--- src/rtl/parking_timer_if.sv ---
// Button, tick and session-status signals of the parking session timer.
// The master side drives the buttons and the 1 Hz tick; the slave side is the timer.
interface parking_timer_if;
   logic        tick_1hz;
   logic        btn_start;
   logic        btn_stop;
   logic        btn_clear;
   logic [11:0] sec_count;
   logic        running;
   logic        stopped;
   logic        saturated;
   logic        session_end;

   modport master (
      output tick_1hz, btn_start, btn_stop, btn_clear,
      input  sec_count, running, stopped, saturated, session_end
   );

   modport slave (
      input  tick_1hz, btn_start, btn_stop, btn_clear,
      output sec_count, running, stopped, saturated, session_end
   );
endinterface

--- src/rtl/parking_timer.sv ---
// Parking session timer: counts 1 Hz ticks between start and stop button
// presses, saturating at MAX_SEC, and freezes the count at session end so
// the downstream cost stage stays stable until the user clears.
module parking_timer #(
   parameter int unsigned MAX_SEC = 4095
) (
   input  logic            clk,
   input  logic            rst,
   parking_timer_if.slave  bus
);
   typedef enum logic [1:0] {IDLE, RUNNING, STOPPED} state_t;

   localparam logic [11:0] MAX_COUNT = 12'(MAX_SEC);

   // Button order in the vectors below: bit 0 start, bit 1 stop, bit 2 clear.
   localparam int BTN_START = 0;
   localparam int BTN_STOP  = 1;
   localparam int BTN_CLEAR = 2;

   state_t      state_reg, state_next;
   logic [11:0] count_reg, count_next;
   logic        sat_reg, sat_next;
   logic        end_reg, end_next;
   logic [2:0]  prev_reg;
   logic [2:0]  btn_level;
   logic [2:0]  btn_edge;

   assign btn_level = {bus.btn_clear, bus.btn_stop, bus.btn_start};

   // Rising-edge detect per button; prev resets high so a button held
   // through reset only counts after it is released and pressed again.
   genvar gi;
   generate
      for (gi = 0; gi < 3; gi++) begin : g_edge
         assign btn_edge[gi] = btn_level[gi] & ~prev_reg[gi];
      end
   endgenerate

   // State, count and status registers.
   always_ff @(posedge clk) begin
      if (rst) begin
         state_reg <= IDLE;
         count_reg <= 12'd0;
         sat_reg   <= 1'b0;
         end_reg   <= 1'b0;
         prev_reg  <= 3'b111;
      end else begin
         state_reg <= state_next;
         count_reg <= count_next;
         sat_reg   <= sat_next;
         end_reg   <= end_next;
         prev_reg  <= btn_level;
      end
   end

   // Next-state logic: clear beats stop beats tick while running; clear beats
   // start when stopped; ticks never move a frozen count.
   always_comb begin
      state_next = state_reg;
      count_next = count_reg;
      sat_next   = sat_reg;
      end_next   = 1'b0;
      case (state_reg)
         IDLE: begin
            count_next = 12'd0;
            if (btn_edge[BTN_START]) begin
               state_next = RUNNING;
               sat_next   = 1'b0;
            end
         end
         RUNNING: begin
            if (btn_edge[BTN_CLEAR]) begin
               state_next = IDLE;
               count_next = 12'd0;
            end else if (btn_edge[BTN_STOP]) begin
               state_next = STOPPED;
               end_next   = 1'b1;
            end else if (bus.tick_1hz) begin
               if (count_reg < MAX_COUNT) begin
                  count_next = count_reg + 12'd1;
                  if ((count_reg + 12'd1) == MAX_COUNT) begin
                     sat_next = 1'b1;
                  end
               end else begin
                  sat_next = 1'b1;
               end
            end
         end
         STOPPED: begin
            if (btn_edge[BTN_CLEAR]) begin
               state_next = IDLE;
               count_next = 12'd0;
               sat_next   = 1'b0;
            end else if (btn_edge[BTN_START]) begin
               state_next = RUNNING;
               count_next = 12'd0;
               sat_next   = 1'b0;
            end
         end
         default: begin
            state_next = IDLE;
            count_next = 12'd0;
            sat_next   = 1'b0;
         end
      endcase
   end

   assign bus.sec_count   = count_reg;
   assign bus.running     = (state_reg == RUNNING);
   assign bus.stopped     = (state_reg == STOPPED);
   assign bus.saturated   = sat_reg;
   assign bus.session_end = end_reg;
endmodule

--- src/flat_wrapper.sv ---
// flat-port wrapper written by rule: the top's interface ports become plain ports
module parking_timer_flat 
#(
   parameter int unsigned MAX_SEC = 4095
)
  (clk, rst, bus_tick_1hz, bus_btn_start, bus_btn_stop, bus_btn_clear, bus_sec_count, bus_running, bus_stopped, bus_saturated, bus_session_end);
  parking_timer_if bus_i ();
  input  logic clk;
  input  logic rst;
  input wire logic [$bits(bus_i.tick_1hz)-1:0] bus_tick_1hz;
  input wire logic [$bits(bus_i.btn_start)-1:0] bus_btn_start;
  input wire logic [$bits(bus_i.btn_stop)-1:0] bus_btn_stop;
  input wire logic [$bits(bus_i.btn_clear)-1:0] bus_btn_clear;
  output wire logic [$bits(bus_i.sec_count)-1:0] bus_sec_count;
  output wire logic [$bits(bus_i.running)-1:0] bus_running;
  output wire logic [$bits(bus_i.stopped)-1:0] bus_stopped;
  output wire logic [$bits(bus_i.saturated)-1:0] bus_saturated;
  output wire logic [$bits(bus_i.session_end)-1:0] bus_session_end;
  assign bus_i.tick_1hz = bus_tick_1hz;
  assign bus_i.btn_start = bus_btn_start;
  assign bus_i.btn_stop = bus_btn_stop;
  assign bus_i.btn_clear = bus_btn_clear;
  assign bus_sec_count = bus_i.sec_count;
  assign bus_running = bus_i.running;
  assign bus_stopped = bus_i.stopped;
  assign bus_saturated = bus_i.saturated;
  assign bus_session_end = bus_i.session_end;
  parking_timer #(.MAX_SEC(MAX_SEC)) u_core (.clk(clk), .rst(rst), .bus(bus_i));
endmodule
--- config.mk ---
export PLATFORM = sky130hd
export DESIGN_NAME = parking_timer_flat
export DESIGN_NICKNAME = d
export VERILOG_FILES = /design/src/rtl/parking_timer_if.sv /design/src/rtl/parking_timer.sv /design/src/flat_wrapper.sv
export SDC_FILE = /design/constraint.sdc
export NUM_CORES = 1
export LEC_CHECK = 0
export ABC_CLOCK_PERIOD_IN_PS = 2000
export CAP_MARGIN = 30
export CELL_PAD_IN_SITES_DETAIL_PLACEMENT = 0
export CELL_PAD_IN_SITES_GLOBAL_PLACEMENT = 1
export CORE_ASPECT_RATIO = 1.5
export CORE_MARGIN = 2
export CORE_UTILIZATION = 38
export CTS_BUF_LIST = sky130_fd_sc_hd__clkbuf_4 sky130_fd_sc_hd__clkbuf_8
export DETAILED_ROUTE_END_ITERATION = 6
export PLACE_DENSITY = 0.77
export SLEW_MARGIN = 0
export SYNTH_ARGS = -nofsm -noshare
export SYNTH_HDL_FRONTEND = slang
export SYNTH_SLANG_ARGS = --single-unit
export TNS_END_PERCENT = 10
--- constraint.sdc ---
create_clock -name clk -period 2 [get_ports clk]
set_clock_uncertainty 0.2 [all_clocks]
set_input_delay 0.2 -clock clk [delete_from_list [all_inputs] [get_ports clk]]
set_output_delay 0.2 -clock clk [all_outputs]
set_load 0.05 [all_outputs]
==> out/results.tsv, run 1 <==
metric	value	unit
first_pass_iters	4	
worstSetupPathType	flip-flop to output pin	
wl_per_cell	13.85	µm
synth_nets	145	
design.core.area	2705	µm²
clkLatencyLatePin	260	ps
synth_seq_area_share	0.3490	
final_layout_size_suffix_gt1_frac	0.2176	
ir_worst_vdd	485.2	µV
yosys_warnings	0	
crit_path_end_kind	output pin	
overflow	0	
cts_buffers	3	
initial_utilization	0.4029	
fp-row-count	23	
die_h	69.59	µm
min_path_type	flip-flop to flip-flop	
antenna_cells	0	
largest_reg_flops	12	
grt_pass1_wl	5002	µm
finalCriticalPeriod	1940	ps
ant_nets	0	
ys_ff_latch	19	
vias	1122	
arrival	1540	ps
vias_per_cell	5.420	
grt_usage	0.2042	
outcome	complete, no violations	
die_area	3321	µm²
cp_max_fo	8	
dp_cells	203	
powerDensity	526.3	nW/µm²
hold_viol	0	
start_kind	flip-flop	
place.gp.congestion	0.8120	
timing.fmax	515.3	MHz
cts_tree	built	
clockBufferDepth	2	
synth_cells	136	
antenna_found_initial	0	
slew_headroom	0.6644	
p_leak	0.5636	nW
nNetsFinal	180	
htreeDepth	1	
utilization	0.5555	
port_buffers	21	
cts_hold_buf	0	
ys_types	35	
required	1600	ps
power	0.7908	mW
drt-initial-drc-count	24	
drc	0	
grt_start_max_net_pins	18	
cts_setup_buffers	0	
synth.cell_area	1090	µm²
max-cap-violations	0	
synth.avg_cell_area	8.013	µm²
period_share	0.9702	
first_global_vias	1121	
finalNonFillerCells	207	
ioPinCount	22	
ctsResizeCount	0	
rsz0062_at_grt	true	
post-dp-hpwl	2190	µm
finalSetupViolCount	0	
ctsRootBufferMaster	clkbuf_8	
tns	0	ps
drv_slew	0	
cts_sinks	19	
die_w	47.73	µm
worst_pin_slew	501.8	ps
clk_pin_slew	70	ps
drt-total-wl	2867	µm
syn_to_final_growth	37.89	%
==> stage by stage <==
stage          area (µm²)  hold slack [ps]  setup WS [ps]
2_1_floorplan        1105            103.8          32.37
3_3_place_gp         1449            282.8          12.49
3_5_place_dp         1449            299.1          1.829
4_1_cts              1498            310.9          52.45
5_1_grt              1503            327.3         -3.844
6_report             1503            306.6          59.52
==> report_power, final <==
part | switching, mW | internal [mW] | leakage, nW
clock network | 0.133 | 0.155 | 0.0262
logic | 0.0591 | 0.0534 | 0.378
registers | 0.00556 | 0.384 | 0.160
total | 0.198 | 0.593 | 0.564
==> metal layers <==
layer	share of wire	GRT usage
met1	0.41	0.2472
met2	0.51	0.3126
met3	0.036	0.04167
met4	0.047	0.1231
met5	0	0
==> critical path, stage by stage, from the launching register on <==
cell and delay (ps):
dfxtp_2 330, buf_4 140, clkdlybuf4s50_1 810
==> cells in the final DEF, fill, tap and decap left out, types with 2 or more instances in the layout <==
master,synthesis,final
inv_1,3,3
a31oi_1,9,9
o21ai_1,2,2
ha_1,3,3
nor2_1,13,13
xor2_1,3,3
nand2b_1,3,3
nand3_1,14,14
nand2_1,12,12
o21ai_0,3,3
buf_4,1,15
dfxtp_2,0,9
and2_1,5,5
nor2b_1,3,2
nand4_1,6,6
a2bb2oi_1,2,2
a21oi_1,3,3
and4_1,3,3
or2_2,3,3
and3_1,4,4
or3_1,6,6
clkdlybuf4s50_1,0,18
dfxtp_1,19,9
clkbuf_8,0,3
==> final timing paths <==
path	slack, ps	start	cells after the start	to
worst max-delay path	60	u_core.bus.sec_count[7]	2	bus_sec_count[7]
worst min-delay path	310	u_core.bus.sec_count[4]	2	u_core.bus.sec_count[4]
worst min register to register	310	u_core.bus.sec_count[4]	2	u_core.bus.sec_count[4]
worst max register to register	80	u_core.bus.sec_count[0]	6	u_core.bus.sec_count[11]
==> cell usage after synthesis, drive strengths merged <==
library cell  number  area (µm²)
a21o               1       7.510
and4               3       26.28
nor2              13       48.80
nand2             12       45.04
nor2b              3       18.77
dfxtp             19       380.4
a211o              1       8.760
a31oi              9       56.30
nand4              6       37.54
and3               4       25.02
a22oi              1       7.510
nand4b             1       8.760
xnor2              1       8.760
a2bb2oi            2       17.52
o21ai              5       25.02
or2                3       18.77
and2               5       31.28
or3                6       37.54
nand2b             4       32.53
clkbuf             2       7.510
a21oi              3       15.01
o41ai              1       16.27
o32a               1       10.01
nand3             14       70.07
o211ai             1       12.51
nor3b              1       7.510
nor3               1       5.000
ha                 3       37.54
inv                3       11.26
xor2               3       26.28
a2111o             1       11.26
buf                3       17.52
==> area by class of cell <==
type	instances	area (µm²)
fill	285	1202
multi-input combinational	109	675.6
sequential	19	395.4
timing repair buffer	35	325.3
clock buffer	4	48.80
tap	37	46.29
inverter	3	11.26
==> logic make-up after synthesis <==
family | count (synthesis) | synth area share
simple gates | 76 | 0.3789
compound gates | 26 | 0.1722
flops | 19 | 0.3490
buf+inv | 8 | 0.03330
xor+xnor | 4 | 0.03215
fa+ha+maj | 3 | 0.03445
(Power assumes the default switching activity.)
==> inputs of run 2 (changes only) <==
CORE_UTILIZATION = 47   (was 38)
DONT_BUFFER_PORTS = 1   (was not set)
==> out/results.tsv, run 2 (same netlist as run 1, synthesis figures left out) <==
metric	value	unit
design.core.area	2207	µm²
arrival	1900	ps
worstHoldStart	rst	
drv_slew	0	
wl_per_cell	14.93	µm
final_layout_size_suffix_gt1_frac	0.2516	
grt_usage	0.2216	
worst_pin_slew	583.1	ps
cp_max_fo	8	
crit_path_end_kind	flip-flop	
die_h	62.98	µm
p_leak	0.5103	nW
start_kind	flip-flop	
syn_to_final_growth	22.39	%
dp_cells	173	
ant_nets	0	
nNetsFinal	169	
slowest_stage	dfxtp_2	
r2r_start	u_core.bus.sec_count[0]	
drt-initial-drc-count	18	
cts_buffers	3	
powerDensity	528.1	nW/µm²
ctsRootBufferMaster	clkbuf_4	
drt-total-wl	2717	µm
vias	1081	
critical_path.max_stage_delay	350	ps
ioPinCount	22	
outcome	finished with violations	
crit_chain	ha_1 -> and3_1 -> nand4_1 -> nand2b_4 -> or3_1 -> a31oi_1	
antenna_cells	0	
max-cap-violations	0	
rsz0062_at_grt	false	
grt_pass1_wl	4705	µm
first_global_vias	1059	
final_cell_mix	buf_4 (19), nand3_1 (14), nor2_1 (13)	
whs	-8.653	ps
clk_pin_slew	110	ps
die_area	2728	µm²
grt_start_max_net_pins	17	
nFillCells	229	
violations	hold timing	
clockBufferDepth	2	
first_pass_iters	4	
place.gp.congestion	0.8171	
layout_commonest_cell	buf_4	
overflow	0	
slew_headroom	0.6100	
port_buffers	0	
clkLatencyLatePin	310	ps
cts_sinks	19	
crit_path_start	u_core.bus.sec_count[0]	
worst-path-buf-inv	0	
htreeDepth	1	
hold_viol	1	
min_path_type	primary input to flip-flop	
die_w	43.32	µm
ir_worst_vdd	360.0	µV
finalNonFillerCells	182	
fp-row-count	21	
tns	0	ps
required	2050	ps
worstSetupPathType	flip-flop to flip-flop	
drc	0	
vias_per_cell	5.940	
largest_reg_flops	12	
finalSetupViolCount	0	
path_delay_family	simple AND/OR/NAND/NOR gates	
finalCriticalPeriod	1860	ps
initial_utilization	0.4938	
cts_setup_buffers	0	
post-dp-hpwl	1955	µm
cts_tree	built	
period_share	0.9298	
timing.fmax	537.8	MHz
antenna_found_initial	0	
run 2: changes by cell type in the layout (fill, tap and decap cells not counted), sizes merged:
cell           previous run  this run
dlymetal6s2s              1         0
buf                      16        19
dlygate4sd3               0         5
clkdlybuf4s50            18         0
run 2: worst paths after layout:
check	endpoint	slack [ps]	depth (start not counted)
hold / removal	u_core.bus.saturated	-9	4
hold reg to reg	u_core.bus.sec_count[6]	300	2
setup / recovery	u_core.bus.sec_count[11]	140	6
setup reg to reg	u_core.bus.sec_count[11]	140	6
run 2: area by class of cell:
type / count / area, µm² / area share
tap: 23 / 28.78 / 0.02158
sequential: 19 / 395.4 / 0.2964
clock buffer: 4 / 30.03 / 0.02251
multi-input combinational: 109 / 675.6 / 0.5066
timing repair buffer: 24 / 192.7 / 0.1445
inverter: 3 / 11.26 / 0.008443
run 2: worst min-delay path: stages:
cell and delay (ps):
nand4b_1 80, nor2_1 50, nand3_1 90, o41ai_2 60
run 2: timing repair:
item | 4_1_cts | 5_1_grt
hold buffers | 5 | 0
gates resized for setup | 0 | 1
hold endpoints to repair | 19 | 0
setup endpoints to repair | 0 | 3
run 2: per-layer routing:
layer,GRT usage,wire length [µm],vias up
li1,-,-,546
met1,0.2649,1176,503
met2,0.3825,1377,25
met3,0.02312,97,7
met4,0.1023,65,0
met5,0,0,-
run 2: power breakdown:
| group | internal, mW | switching [mW] |
|---|---|---|
| clock | 0.0918 | 0.133 |
| combinational | 0.0371 | 0.0541 |
| sequential | 0.384 | 0.00484 |
| total | 0.513 | 0.191 |
run 2: per-stage QoR:
stage	total power [mW]	hold slack [ps]	cell area (µm²)	utilization	setup slack [ps]
after floorplan	0.4576	103.8	1105	-	32.37
after global placement	0.4750	64.32	1251	0.5669	198.3
after detailed placement	0.4756	64.52	1251	0.5669	169.1
after CTS	0.7011	5.278	1331	0.6032	103.3
after global routing	0.7171	38.13	1334	0.6043	4.414
final	0.7043	-8.653	1334	0.6043	140.5
==> inputs of run 3 (changes only) <==
REMOVE_ABC_BUFFERS = 1   (was not set)
==> out/results.tsv, run 3 (same netlist as run 1, synthesis figures left out) <==
metric	value	unit
max-cap-violations	0	
fp-row-count	21	
ir_worst_vdd	373.4	µV
dp_cells	174	
nNetsFinal	170	
slew_headroom	0.5710	
initial_utilization	0.4938	
worst_slack	108.6	ps
pre_cts_slack	108.6	ps
drc	0	
grt_pass1_wl	4809	µm
antenna_found_initial	0	
whs	18.39	ps
period_share	0.9457	
die_area	2728	µm²
utilization	0.6083	
first_pass_iters	4	
cts_setup_buffers	0	
required	2020	ps
holdPathStages	4	
worstHoldStart	rst	
crit_path_end_kind	flip-flop	
timing.fmax	528.7	MHz
hold_viol	0	
post-dp-hpwl	2037	µm
clkLatencyLatePin	300	ps
finalSetupViolCount	0	
port_buffers	0	
clk_pin_slew	110	ps
rr_worst_depth	5	
ant_nets	0	
start_kind	flip-flop	
design.core.area	2207	µm²
wl_per_cell	15.23	µm
grt_usage	0.2265	
cp_max_fo	7	
worst_pin_slew	641.4	ps
drv_slew	0	
ctsRootBufferMaster	clkbuf_4	
first_global_vias	1091	
tns	0	ps
route.met3.wl	127	µm
final_layout_size_suffix_gt1_frac	0.2250	
cts_tree	built	
powerDensity	514.7	nW/µm²
p_leak	0.5156	nW
overflow	0	
wl_met1	1111	µm
grt_start_max_net_pins	17	
antenna_cells	0	
place.gp.congestion	0.8274	
syn_to_final_growth	23.19	%
ioPinCount	22	
die_h	62.98	µm
highest_layer	met4	
final_cell_mix	buf_4 (18), nand3_1 (14), dfxtp_1 (14)	
ff2ff_setup_slack	110	ps
layout_commonest_cell	buf_4	
finalCriticalPeriod	1891	ps
finalNonFillerCells	183	
die_w	43.32	µm
arrival	1910	ps
vias_per_cell	5.973	
drt-total-wl	2787	µm
vias	1093	
cts_sinks	19	
worstSetupPathType	flip-flop to flip-flop	
htreeDepth	1	
r2r_start	u_core.bus.sec_count[9]	
outcome	complete, no violations	
cts_buffers	3	
rsz0062_at_grt	false	
min_path_type	primary input to flip-flop	
drt-initial-drc-count	18	
hold_path_end	u_core.bus.saturated	
wl_met2	1460	µm
largest_reg_flops	12	
rr_endpoint	u_core.bus.saturated	
clockBufferDepth	2	
## run 3: metal layers
layer	global-route usage	vias up
met3	0.03468	9
met4	0.1174	0
met1	0.2567	508
met5	0	-
met2	0.3918	33
li1	-	543
## run 3: how the worst max path moves through the flow
stage	slack [ps]	end	cells past startpoint	startpoint
global route	6	u_core.bus.sec_count[8]	7	bus_btn_stop
finish	110	u_core.bus.saturated	5	u_core.bus.sec_count[9]
global placement	140	u_core.bus.saturated	6	u_core.bus.sec_count[1]
floorplan	-460	u_core.bus.sec_count[11]	5	u_core.state_reg[0]
CTS	90	u_core.bus.sec_count[8]	7	u_core.bus.sec_count[2]
detailed placement	110	u_core.bus.saturated	6	u_core.bus.sec_count[1]
## run 3: power by group
group          internal, mW  switching [mW]  total (mW)
clock network        0.0913           0.120       0.211
registers             0.386         0.00716       0.393
logic                0.0348          0.0519      0.0867
## run 3: critical path, stage by stage (launching register included)
cell and delay [ps]:
dfxtp_1 440, and3_1 280, nand4_1 130, xor2_1 200
a211o_1 250, o41ai_2 310
## run 3: repair_timing
item | CTS | global route
setup endpoints to repair | 0 | 7
hold buffers | 5 | 0
gates resized for setup | 0 | 9
hold endpoints to repair | 19 | 0
## run 3: area by class of cell
type                       count  area [µm²]
timing repair buffer          25       211.5
tap                           23       28.78
sequential                    19       386.6
fill                         214       864.6
clock buffer                   4       30.03
multi-input combinational    109       674.4
inverter                       3       11.26
## run 3: stage by stage
stage	power, mW	instance area [µm²]
global placement	0.4733	1244
global route	0.7188	1343
CTS	0.6986	1324
floorplan	0.4535	1065
finish	0.6910	1343
detailed placement	0.4735	1244
